<file path="src/rtl/arb_pkg.sv">
// Shared constants for the two-source 4-bit arbiter and output register.
// Grant counter width and ceiling apply only when ARB_GRANT_COUNT_EN is defined.
package arb_pkg;

   localparam int unsigned DATA_W      = 4;
   localparam int unsigned GRANT_CNT_W = 8;

   localparam logic SRC_A = 1'b0;
   localparam logic SRC_B = 1'b1;

   localparam logic [GRANT_CNT_W-1:0] GRANT_CNT_MAX = 8'hFF;

   // Saturating increment used by the per-source grant counters.
   function automatic logic [GRANT_CNT_W-1:0] sat_inc(input logic [GRANT_CNT_W-1:0] v);
      return (v == GRANT_CNT_MAX) ? v : v + GRANT_CNT_W'(1);
   endfunction

endpackage

</file>
<file path="src/rtl/four_bit_2_1_mux.sv">
// 4-bit 2:1 multiplexer: s=0 passes a, s=1 passes b.
module four_bit_2_1_mux
   import arb_pkg::*;
(
   input  logic [DATA_W-1:0] a,
   input  logic [DATA_W-1:0] b,
   input  logic              s,
   output logic [DATA_W-1:0] y
);

   assign y = s ? b : a;

endmodule

</file>
<file path="src/rtl/rr_arbiter_2.sv">
// Two-requester round-robin arbiter: combinational grant index plus a priority
// flop that hands the next conflict to the loser of the last advanced grant.
module rr_arbiter_2
   import arb_pkg::*;
#(
   parameter logic INIT_PRIO = 1'b0
)(
   input  logic       clk,
   input  logic       reset_n,
   input  logic [1:0] req,
   input  logic       advance,
   output logic       gnt
);

   logic prio_q;
   logic prio_d;

   // req[0] is source A, req[1] is source B; prio breaks the tie.
   always_comb begin
      gnt    = SRC_A;
      prio_d = prio_q;
      if (req[1] && !req[0]) begin
         gnt = SRC_B;
      end else if (req[1] && req[0]) begin
         gnt = prio_q;
      end
      if (advance) begin
         prio_d = ~gnt;
      end
   end

   always_ff @(posedge clk or negedge reset_n) begin
      if (!reset_n) begin
         prio_q <= INIT_PRIO;
      end else begin
         prio_q <= prio_d;
      end
   end

endmodule

</file>
<file path="src/rtl/four_bit_2src_arb_reg.sv">
// Arbitrates two valid/ready 4-bit sources into a one-entry output register.
// Define ARB_GRANT_COUNT_EN to add saturating per-source transfer counters.
module four_bit_2src_arb_reg
   import arb_pkg::*;
#(
   parameter logic INIT_PRIO = 1'b0
)(
   input  logic                   clk,
   input  logic                   reset_n,
   input  logic                   a_valid,
   input  logic [DATA_W-1:0]      a_data,
   output logic                   a_ready,
   input  logic                   b_valid,
   input  logic [DATA_W-1:0]      b_data,
   output logic                   b_ready,
   output logic                   sel,
   output logic                   out_valid,
   output logic [DATA_W-1:0]      out_data,
`ifdef ARB_GRANT_COUNT_EN
   output logic [GRANT_CNT_W-1:0] a_grant_cnt,
   output logic [GRANT_CNT_W-1:0] b_grant_cnt,
`endif
   input  logic                   out_ready
);

   logic              out_valid_q, out_valid_d;
   logic [DATA_W-1:0] out_data_q,  out_data_d;
   logic              last_sel_q,  last_sel_d;

   logic              space;
   logic              any_req;
   logic              gnt;
   logic              xfer;
   logic [DATA_W-1:0] mux_y;

   rr_arbiter_2 #(
      .INIT_PRIO (INIT_PRIO)
   ) u_arb (
      .clk     (clk),
      .reset_n (reset_n),
      .req     ({b_valid, a_valid}),
      .advance (xfer),
      .gnt     (gnt)
   );

   four_bit_2_1_mux u_mux (
      .a (a_data),
      .b (b_data),
      .s (sel),
      .y (mux_y)
   );

   // Handshake: a word moves whenever some source is valid and the register has room.
   always_comb begin
      space   = !out_valid_q || out_ready;
      any_req = a_valid || b_valid;
      sel     = any_req ? gnt : last_sel_q;
      xfer    = space && any_req;
      a_ready = xfer && (gnt == SRC_A);
      b_ready = xfer && (gnt == SRC_B);
   end

   // Output register: fill (possibly replacing a draining word), drain, or hold.
   always_comb begin
      out_valid_d = out_valid_q;
      out_data_d  = out_data_q;
      last_sel_d  = last_sel_q;
      if (xfer) begin
         out_valid_d = 1'b1;
         out_data_d  = mux_y;
         last_sel_d  = sel;
      end else if (out_ready) begin
         out_valid_d = 1'b0;
      end
   end

   always_ff @(posedge clk or negedge reset_n) begin
      if (!reset_n) begin
         out_valid_q <= 1'b0;
         out_data_q  <= '0;
         last_sel_q  <= SRC_A;
      end else begin
         out_valid_q <= out_valid_d;
         out_data_q  <= out_data_d;
         last_sel_q  <= last_sel_d;
      end
   end

   assign out_valid = out_valid_q;
   assign out_data  = out_data_q;

`ifdef ARB_GRANT_COUNT_EN
   logic [GRANT_CNT_W-1:0] a_cnt_q, a_cnt_d;
   logic [GRANT_CNT_W-1:0] b_cnt_q, b_cnt_d;

   always_comb begin
      a_cnt_d = a_cnt_q;
      b_cnt_d = b_cnt_q;
      if (a_ready) begin
         a_cnt_d = sat_inc(a_cnt_q);
      end
      if (b_ready) begin
         b_cnt_d = sat_inc(b_cnt_q);
      end
   end

   always_ff @(posedge clk or negedge reset_n) begin
      if (!reset_n) begin
         a_cnt_q <= '0;
         b_cnt_q <= '0;
      end else begin
         a_cnt_q <= a_cnt_d;
         b_cnt_q <= b_cnt_d;
      end
   end

   assign a_grant_cnt = a_cnt_q;
   assign b_grant_cnt = b_cnt_q;
`endif

endmodule

</file>
<file path="config.mk">
export PLATFORM = sky130hd
export DESIGN_NAME = four_bit_2src_arb_reg
export DESIGN_NICKNAME = d
export VERILOG_FILES = /design/src/rtl/arb_pkg.sv /design/src/rtl/four_bit_2_1_mux.sv /design/src/rtl/rr_arbiter_2.sv /design/src/rtl/four_bit_2src_arb_reg.sv
export SDC_FILE = /design/constraint.sdc
export NUM_CORES = 1
export LEC_CHECK = 0
export BUFFER_PORTS_ARGS = -buffer_cell sky130_fd_sc_hd__buf_2
export CORE_AREA = 8 8 45 47
export CTS_CLUSTER_DIAMETER = 120
export DETAILED_ROUTE_END_ITERATION = 8
export DIE_AREA = 0 0 53 55
export PLACE_DENSITY_LB_ADDON = 0.05
export SETUP_SLACK_MARGIN = 0.2
export SLEW_MARGIN = 0
export SYNTH_ARGS = -nofsm -noshare
export SYNTH_HDL_FRONTEND = slang
export SYNTH_SLANG_ARGS = --single-unit
</file>
<file path="constraint.sdc">
create_clock -name clk -period 3.1 [get_ports clk]
set_input_delay 0.62 -clock clk [delete_from_list [all_inputs] [get_ports clk]]
set_output_delay 0.62 -clock clk [all_outputs]
set_load 0.02 [all_outputs]
</file>
==> run summary <==
Detailed routing
* total via count after detailed routing: 419
* via density per instance: 5.30
* Post-route DRC: 0
* total routed wirelength: 1210 um
* antenna-violating nets left: 0
* DRC marker count from the first detailed-route iteration: 10
* first-pass iteration count of the detailed router: 3
* per-cell routed wire length: 15.3 um

Cells and area
* number of fillers in the final layout: 155
* leading cell type in the layout, fill and taps excluded: buf_2
* final cell count without fillers: 79
* fraction of layout instances using a drive strength above 1: 0.444
* antenna cell count: 0
* footprint of the flip-flops and latches: 175 um2
* Layout area overhead: 28.2%
* area of combinational cells with multiple inputs: 193 um2
* commonest cells after routing, fill and taps aside: buf_2, o2111ai_1, dfrtp_1
* end-of-flow core utilization: 0.382
* Design Area, Final: 529 um2
* Final Net Count: 77

Setup path
* CP Capture Type: output port
* critical path required time: 2.48 ns
* worst-path maximum fanout: 10
* WS Path Type: input port to output port
* worst-case register-to-register setup slack: 1.87 ns
* CP startpoint: out_ready
* Critical Path Start Type: input port
* critical path data arrival time: 1.46 ns
* critical register-to-register path startpoint: out_valid

GRT
* global route overflow: 0
* global-route wire length before repair: 1980 um
* initial antenna violation count: 0
* number of global-route vias before repair: 458
* GR Util All Layers: 0.0938
* maximum number of pins on one net before global-route repair: 11

Synth
* number of instances in the synthesized netlist: 42
* post-synthesis sequential area ratio: 0.424
* Mapped Nets: 55
* Yosys cell types: 18
* number of warnings printed during yosys synthesis: 0
* cell area after technology mapping: 413 um2
* Post-Syn Area per Cell: 9.83 um2
* post-synth top area share: 0.424
* cell taking the most area after synthesis: dfrtp_1
* ranking of synthesized cells by area: dfrtp_1, o2111ai_1, o21ai_0
* #FFs+latches synth: 7

Die
* die width: 53 um
* y dimension of the die: 55 um
* full die area: 0.00292 mm2
* number of core rows: 14
* starting density of the core: 0.298
* area inside the core boundary: 0.00138 mm2
* boundary pin count: 21

Flow run
* number of max-cap violations: 0

Power and ir drop
* leakage power summed over all cells: 0.259 nW
* switching power of the nets: 0.0000945 W
* part of the power in combinational logic: 0.287
* Cell Pwr Density: 528 mW/mm2
* switch share: 0.338
* sequential group share of total power: 0.413
* Max rail drop VDD: 0.211 mV
* Int Pwr: 0.000185 W
* power share of the clock group: 0.300

Hold path
* Hold Crit Class: input port to async pin

Timing
* unrepaired setup endpoints after global routing: false
* setup skew after layout: 0.00641 ns
* measured slew at the worst slew-check pin: 0.377 ns
* tightest slew margin relative to the limit: 0.749
* post-layout minimum cycle time: 2.08 ns
* fmax: 0.481 GHz
* Hold Vio Cnt, Final: 0
* setup-violating endpoint count in the final report: 0
* Max Slew Vio Count: 0
* total negative slack: 0 ns
* period utilization: 0.671
* final setup margin: 1.02 ns

Clock tree
* cell chosen for the clock root: clkbuf_4
* register clock-pin slew on the reported worst setup and hold paths: 0.06 ns
* Hold-fix buffers, CTS: 0
* quantity of gates resized following cts: 0
* Max H-tree Level: 1
* Inserted Clock Buffers: 3
* buffer levels on the longest clock path: 2
* worst skew pair latency: 0.25 ns
* CTS tree: yes
* # Post-CTS Setup Buffers: 0
* clock sinks: 7

Placed design
* weighted congestion at the end of routability-driven global placement: 0.727
* placed cells: 75
* count of input and output buffers: 20
* pre-CTS setup slack: 1.02 ns
* post-DP HPWL: 950 um
* area post-placement: 503 um2

Outcome
* status: finished, final reports clean

==> through the flow <==
step                hold slack (ns)  power [W]
finish                        0.189   0.000279
global route                  0.194   0.000301
CTS                           0.195   0.000284
detailed placement            0.466   0.000198
global placement              0.465   0.000198
floorplan                     0.324   0.000169
==> cells by family after synthesis <==
kind of cell           synth area share
AOI/OAI and AO/OA                 0.285
DFF                               0.424
muxes                            0.0364
and+or+nand+nor                   0.145
buffers and inverters             0.109
==> power by group through the flow <==
stage	logic [W]	registers [W]	clock network, W
2_1_floorplan	0.0000424	0.000127	0
3_3_place_gp	0.0000817	0.000117	0
3_5_place_dp	0.0000811	0.000117	0
4_1_cts	0.0000814	0.000115	0.0000872
5_1_grt	0.0000885	0.000117	0.0000950
6_report	0.0000802	0.000115	0.0000839
==> cells in the mapped netlist <==
| master | number |
|---|---|
| a21oi_1 | 1 |
| nand2_2 | 1 |
| inv_1 | 3 |
| o2bb2ai_1 | 1 |
| nand2b_2 | 1 |
| and2b_1 | 1 |
| o21ai_2 | 1 |
| nand3_1 | 4 |
| nor2_1 | 2 |
| o21ai_0 | 5 |
| o2111ai_1 | 8 |
| nand2_1 | 1 |
| inv_2 | 1 |
| nand2b_1 | 1 |
| buf_4 | 2 |
| buf_8 | 1 |
| mux2_4 | 1 |
| dfrtp_1 | 7 |
==> final cells by class <==
type,instances,share of cell area
repair buffers,20,0.189
multi-input cells,28,0.364
flip-flops and latches,7,0.331
clock buffers,4,0.0496
inverters,4,0.0284
well taps,16,0.0378
==> metal layers <==
metal | wire, um | GRT usage | vias to the layer above
li1 | - | - | 203
met1 | 517 | 0.0952 | 201
met2 | 605 | 0.156 | 13
met3 | 57 | 0.0374 | 2
met4 | 25 | 0.0647 | 0
met5 | 0 | 0 | -
==> final timing paths <==
check | to | cells past startpoint
worst min register to register | last_sel_q | 1
worst max register to register | u_arb.prio_q | 3
worst max-delay path | a_ready | 5
min in group clk | last_sel_q | 1
max in group asynchronous | out_data[3] | 1
worst min-delay path | u_arb.prio_q | 1
==> critical path, stage by stage <==
cell and delay [ns]:
buf_2 0.08, nand2b_1 0.32, o21ai_2 0.14, a21oi_1 0.13
buf_2 0.17
==> sequential cells by signal (all words and copies together) (netlist names) <==
| name | flops |
|---|---|
| out_valid | 1 |
| last_sel_q | 1 |
| u_arb.prio_q | 1 |
| out_data | 4 |
(Power assumes the default switching activity.)
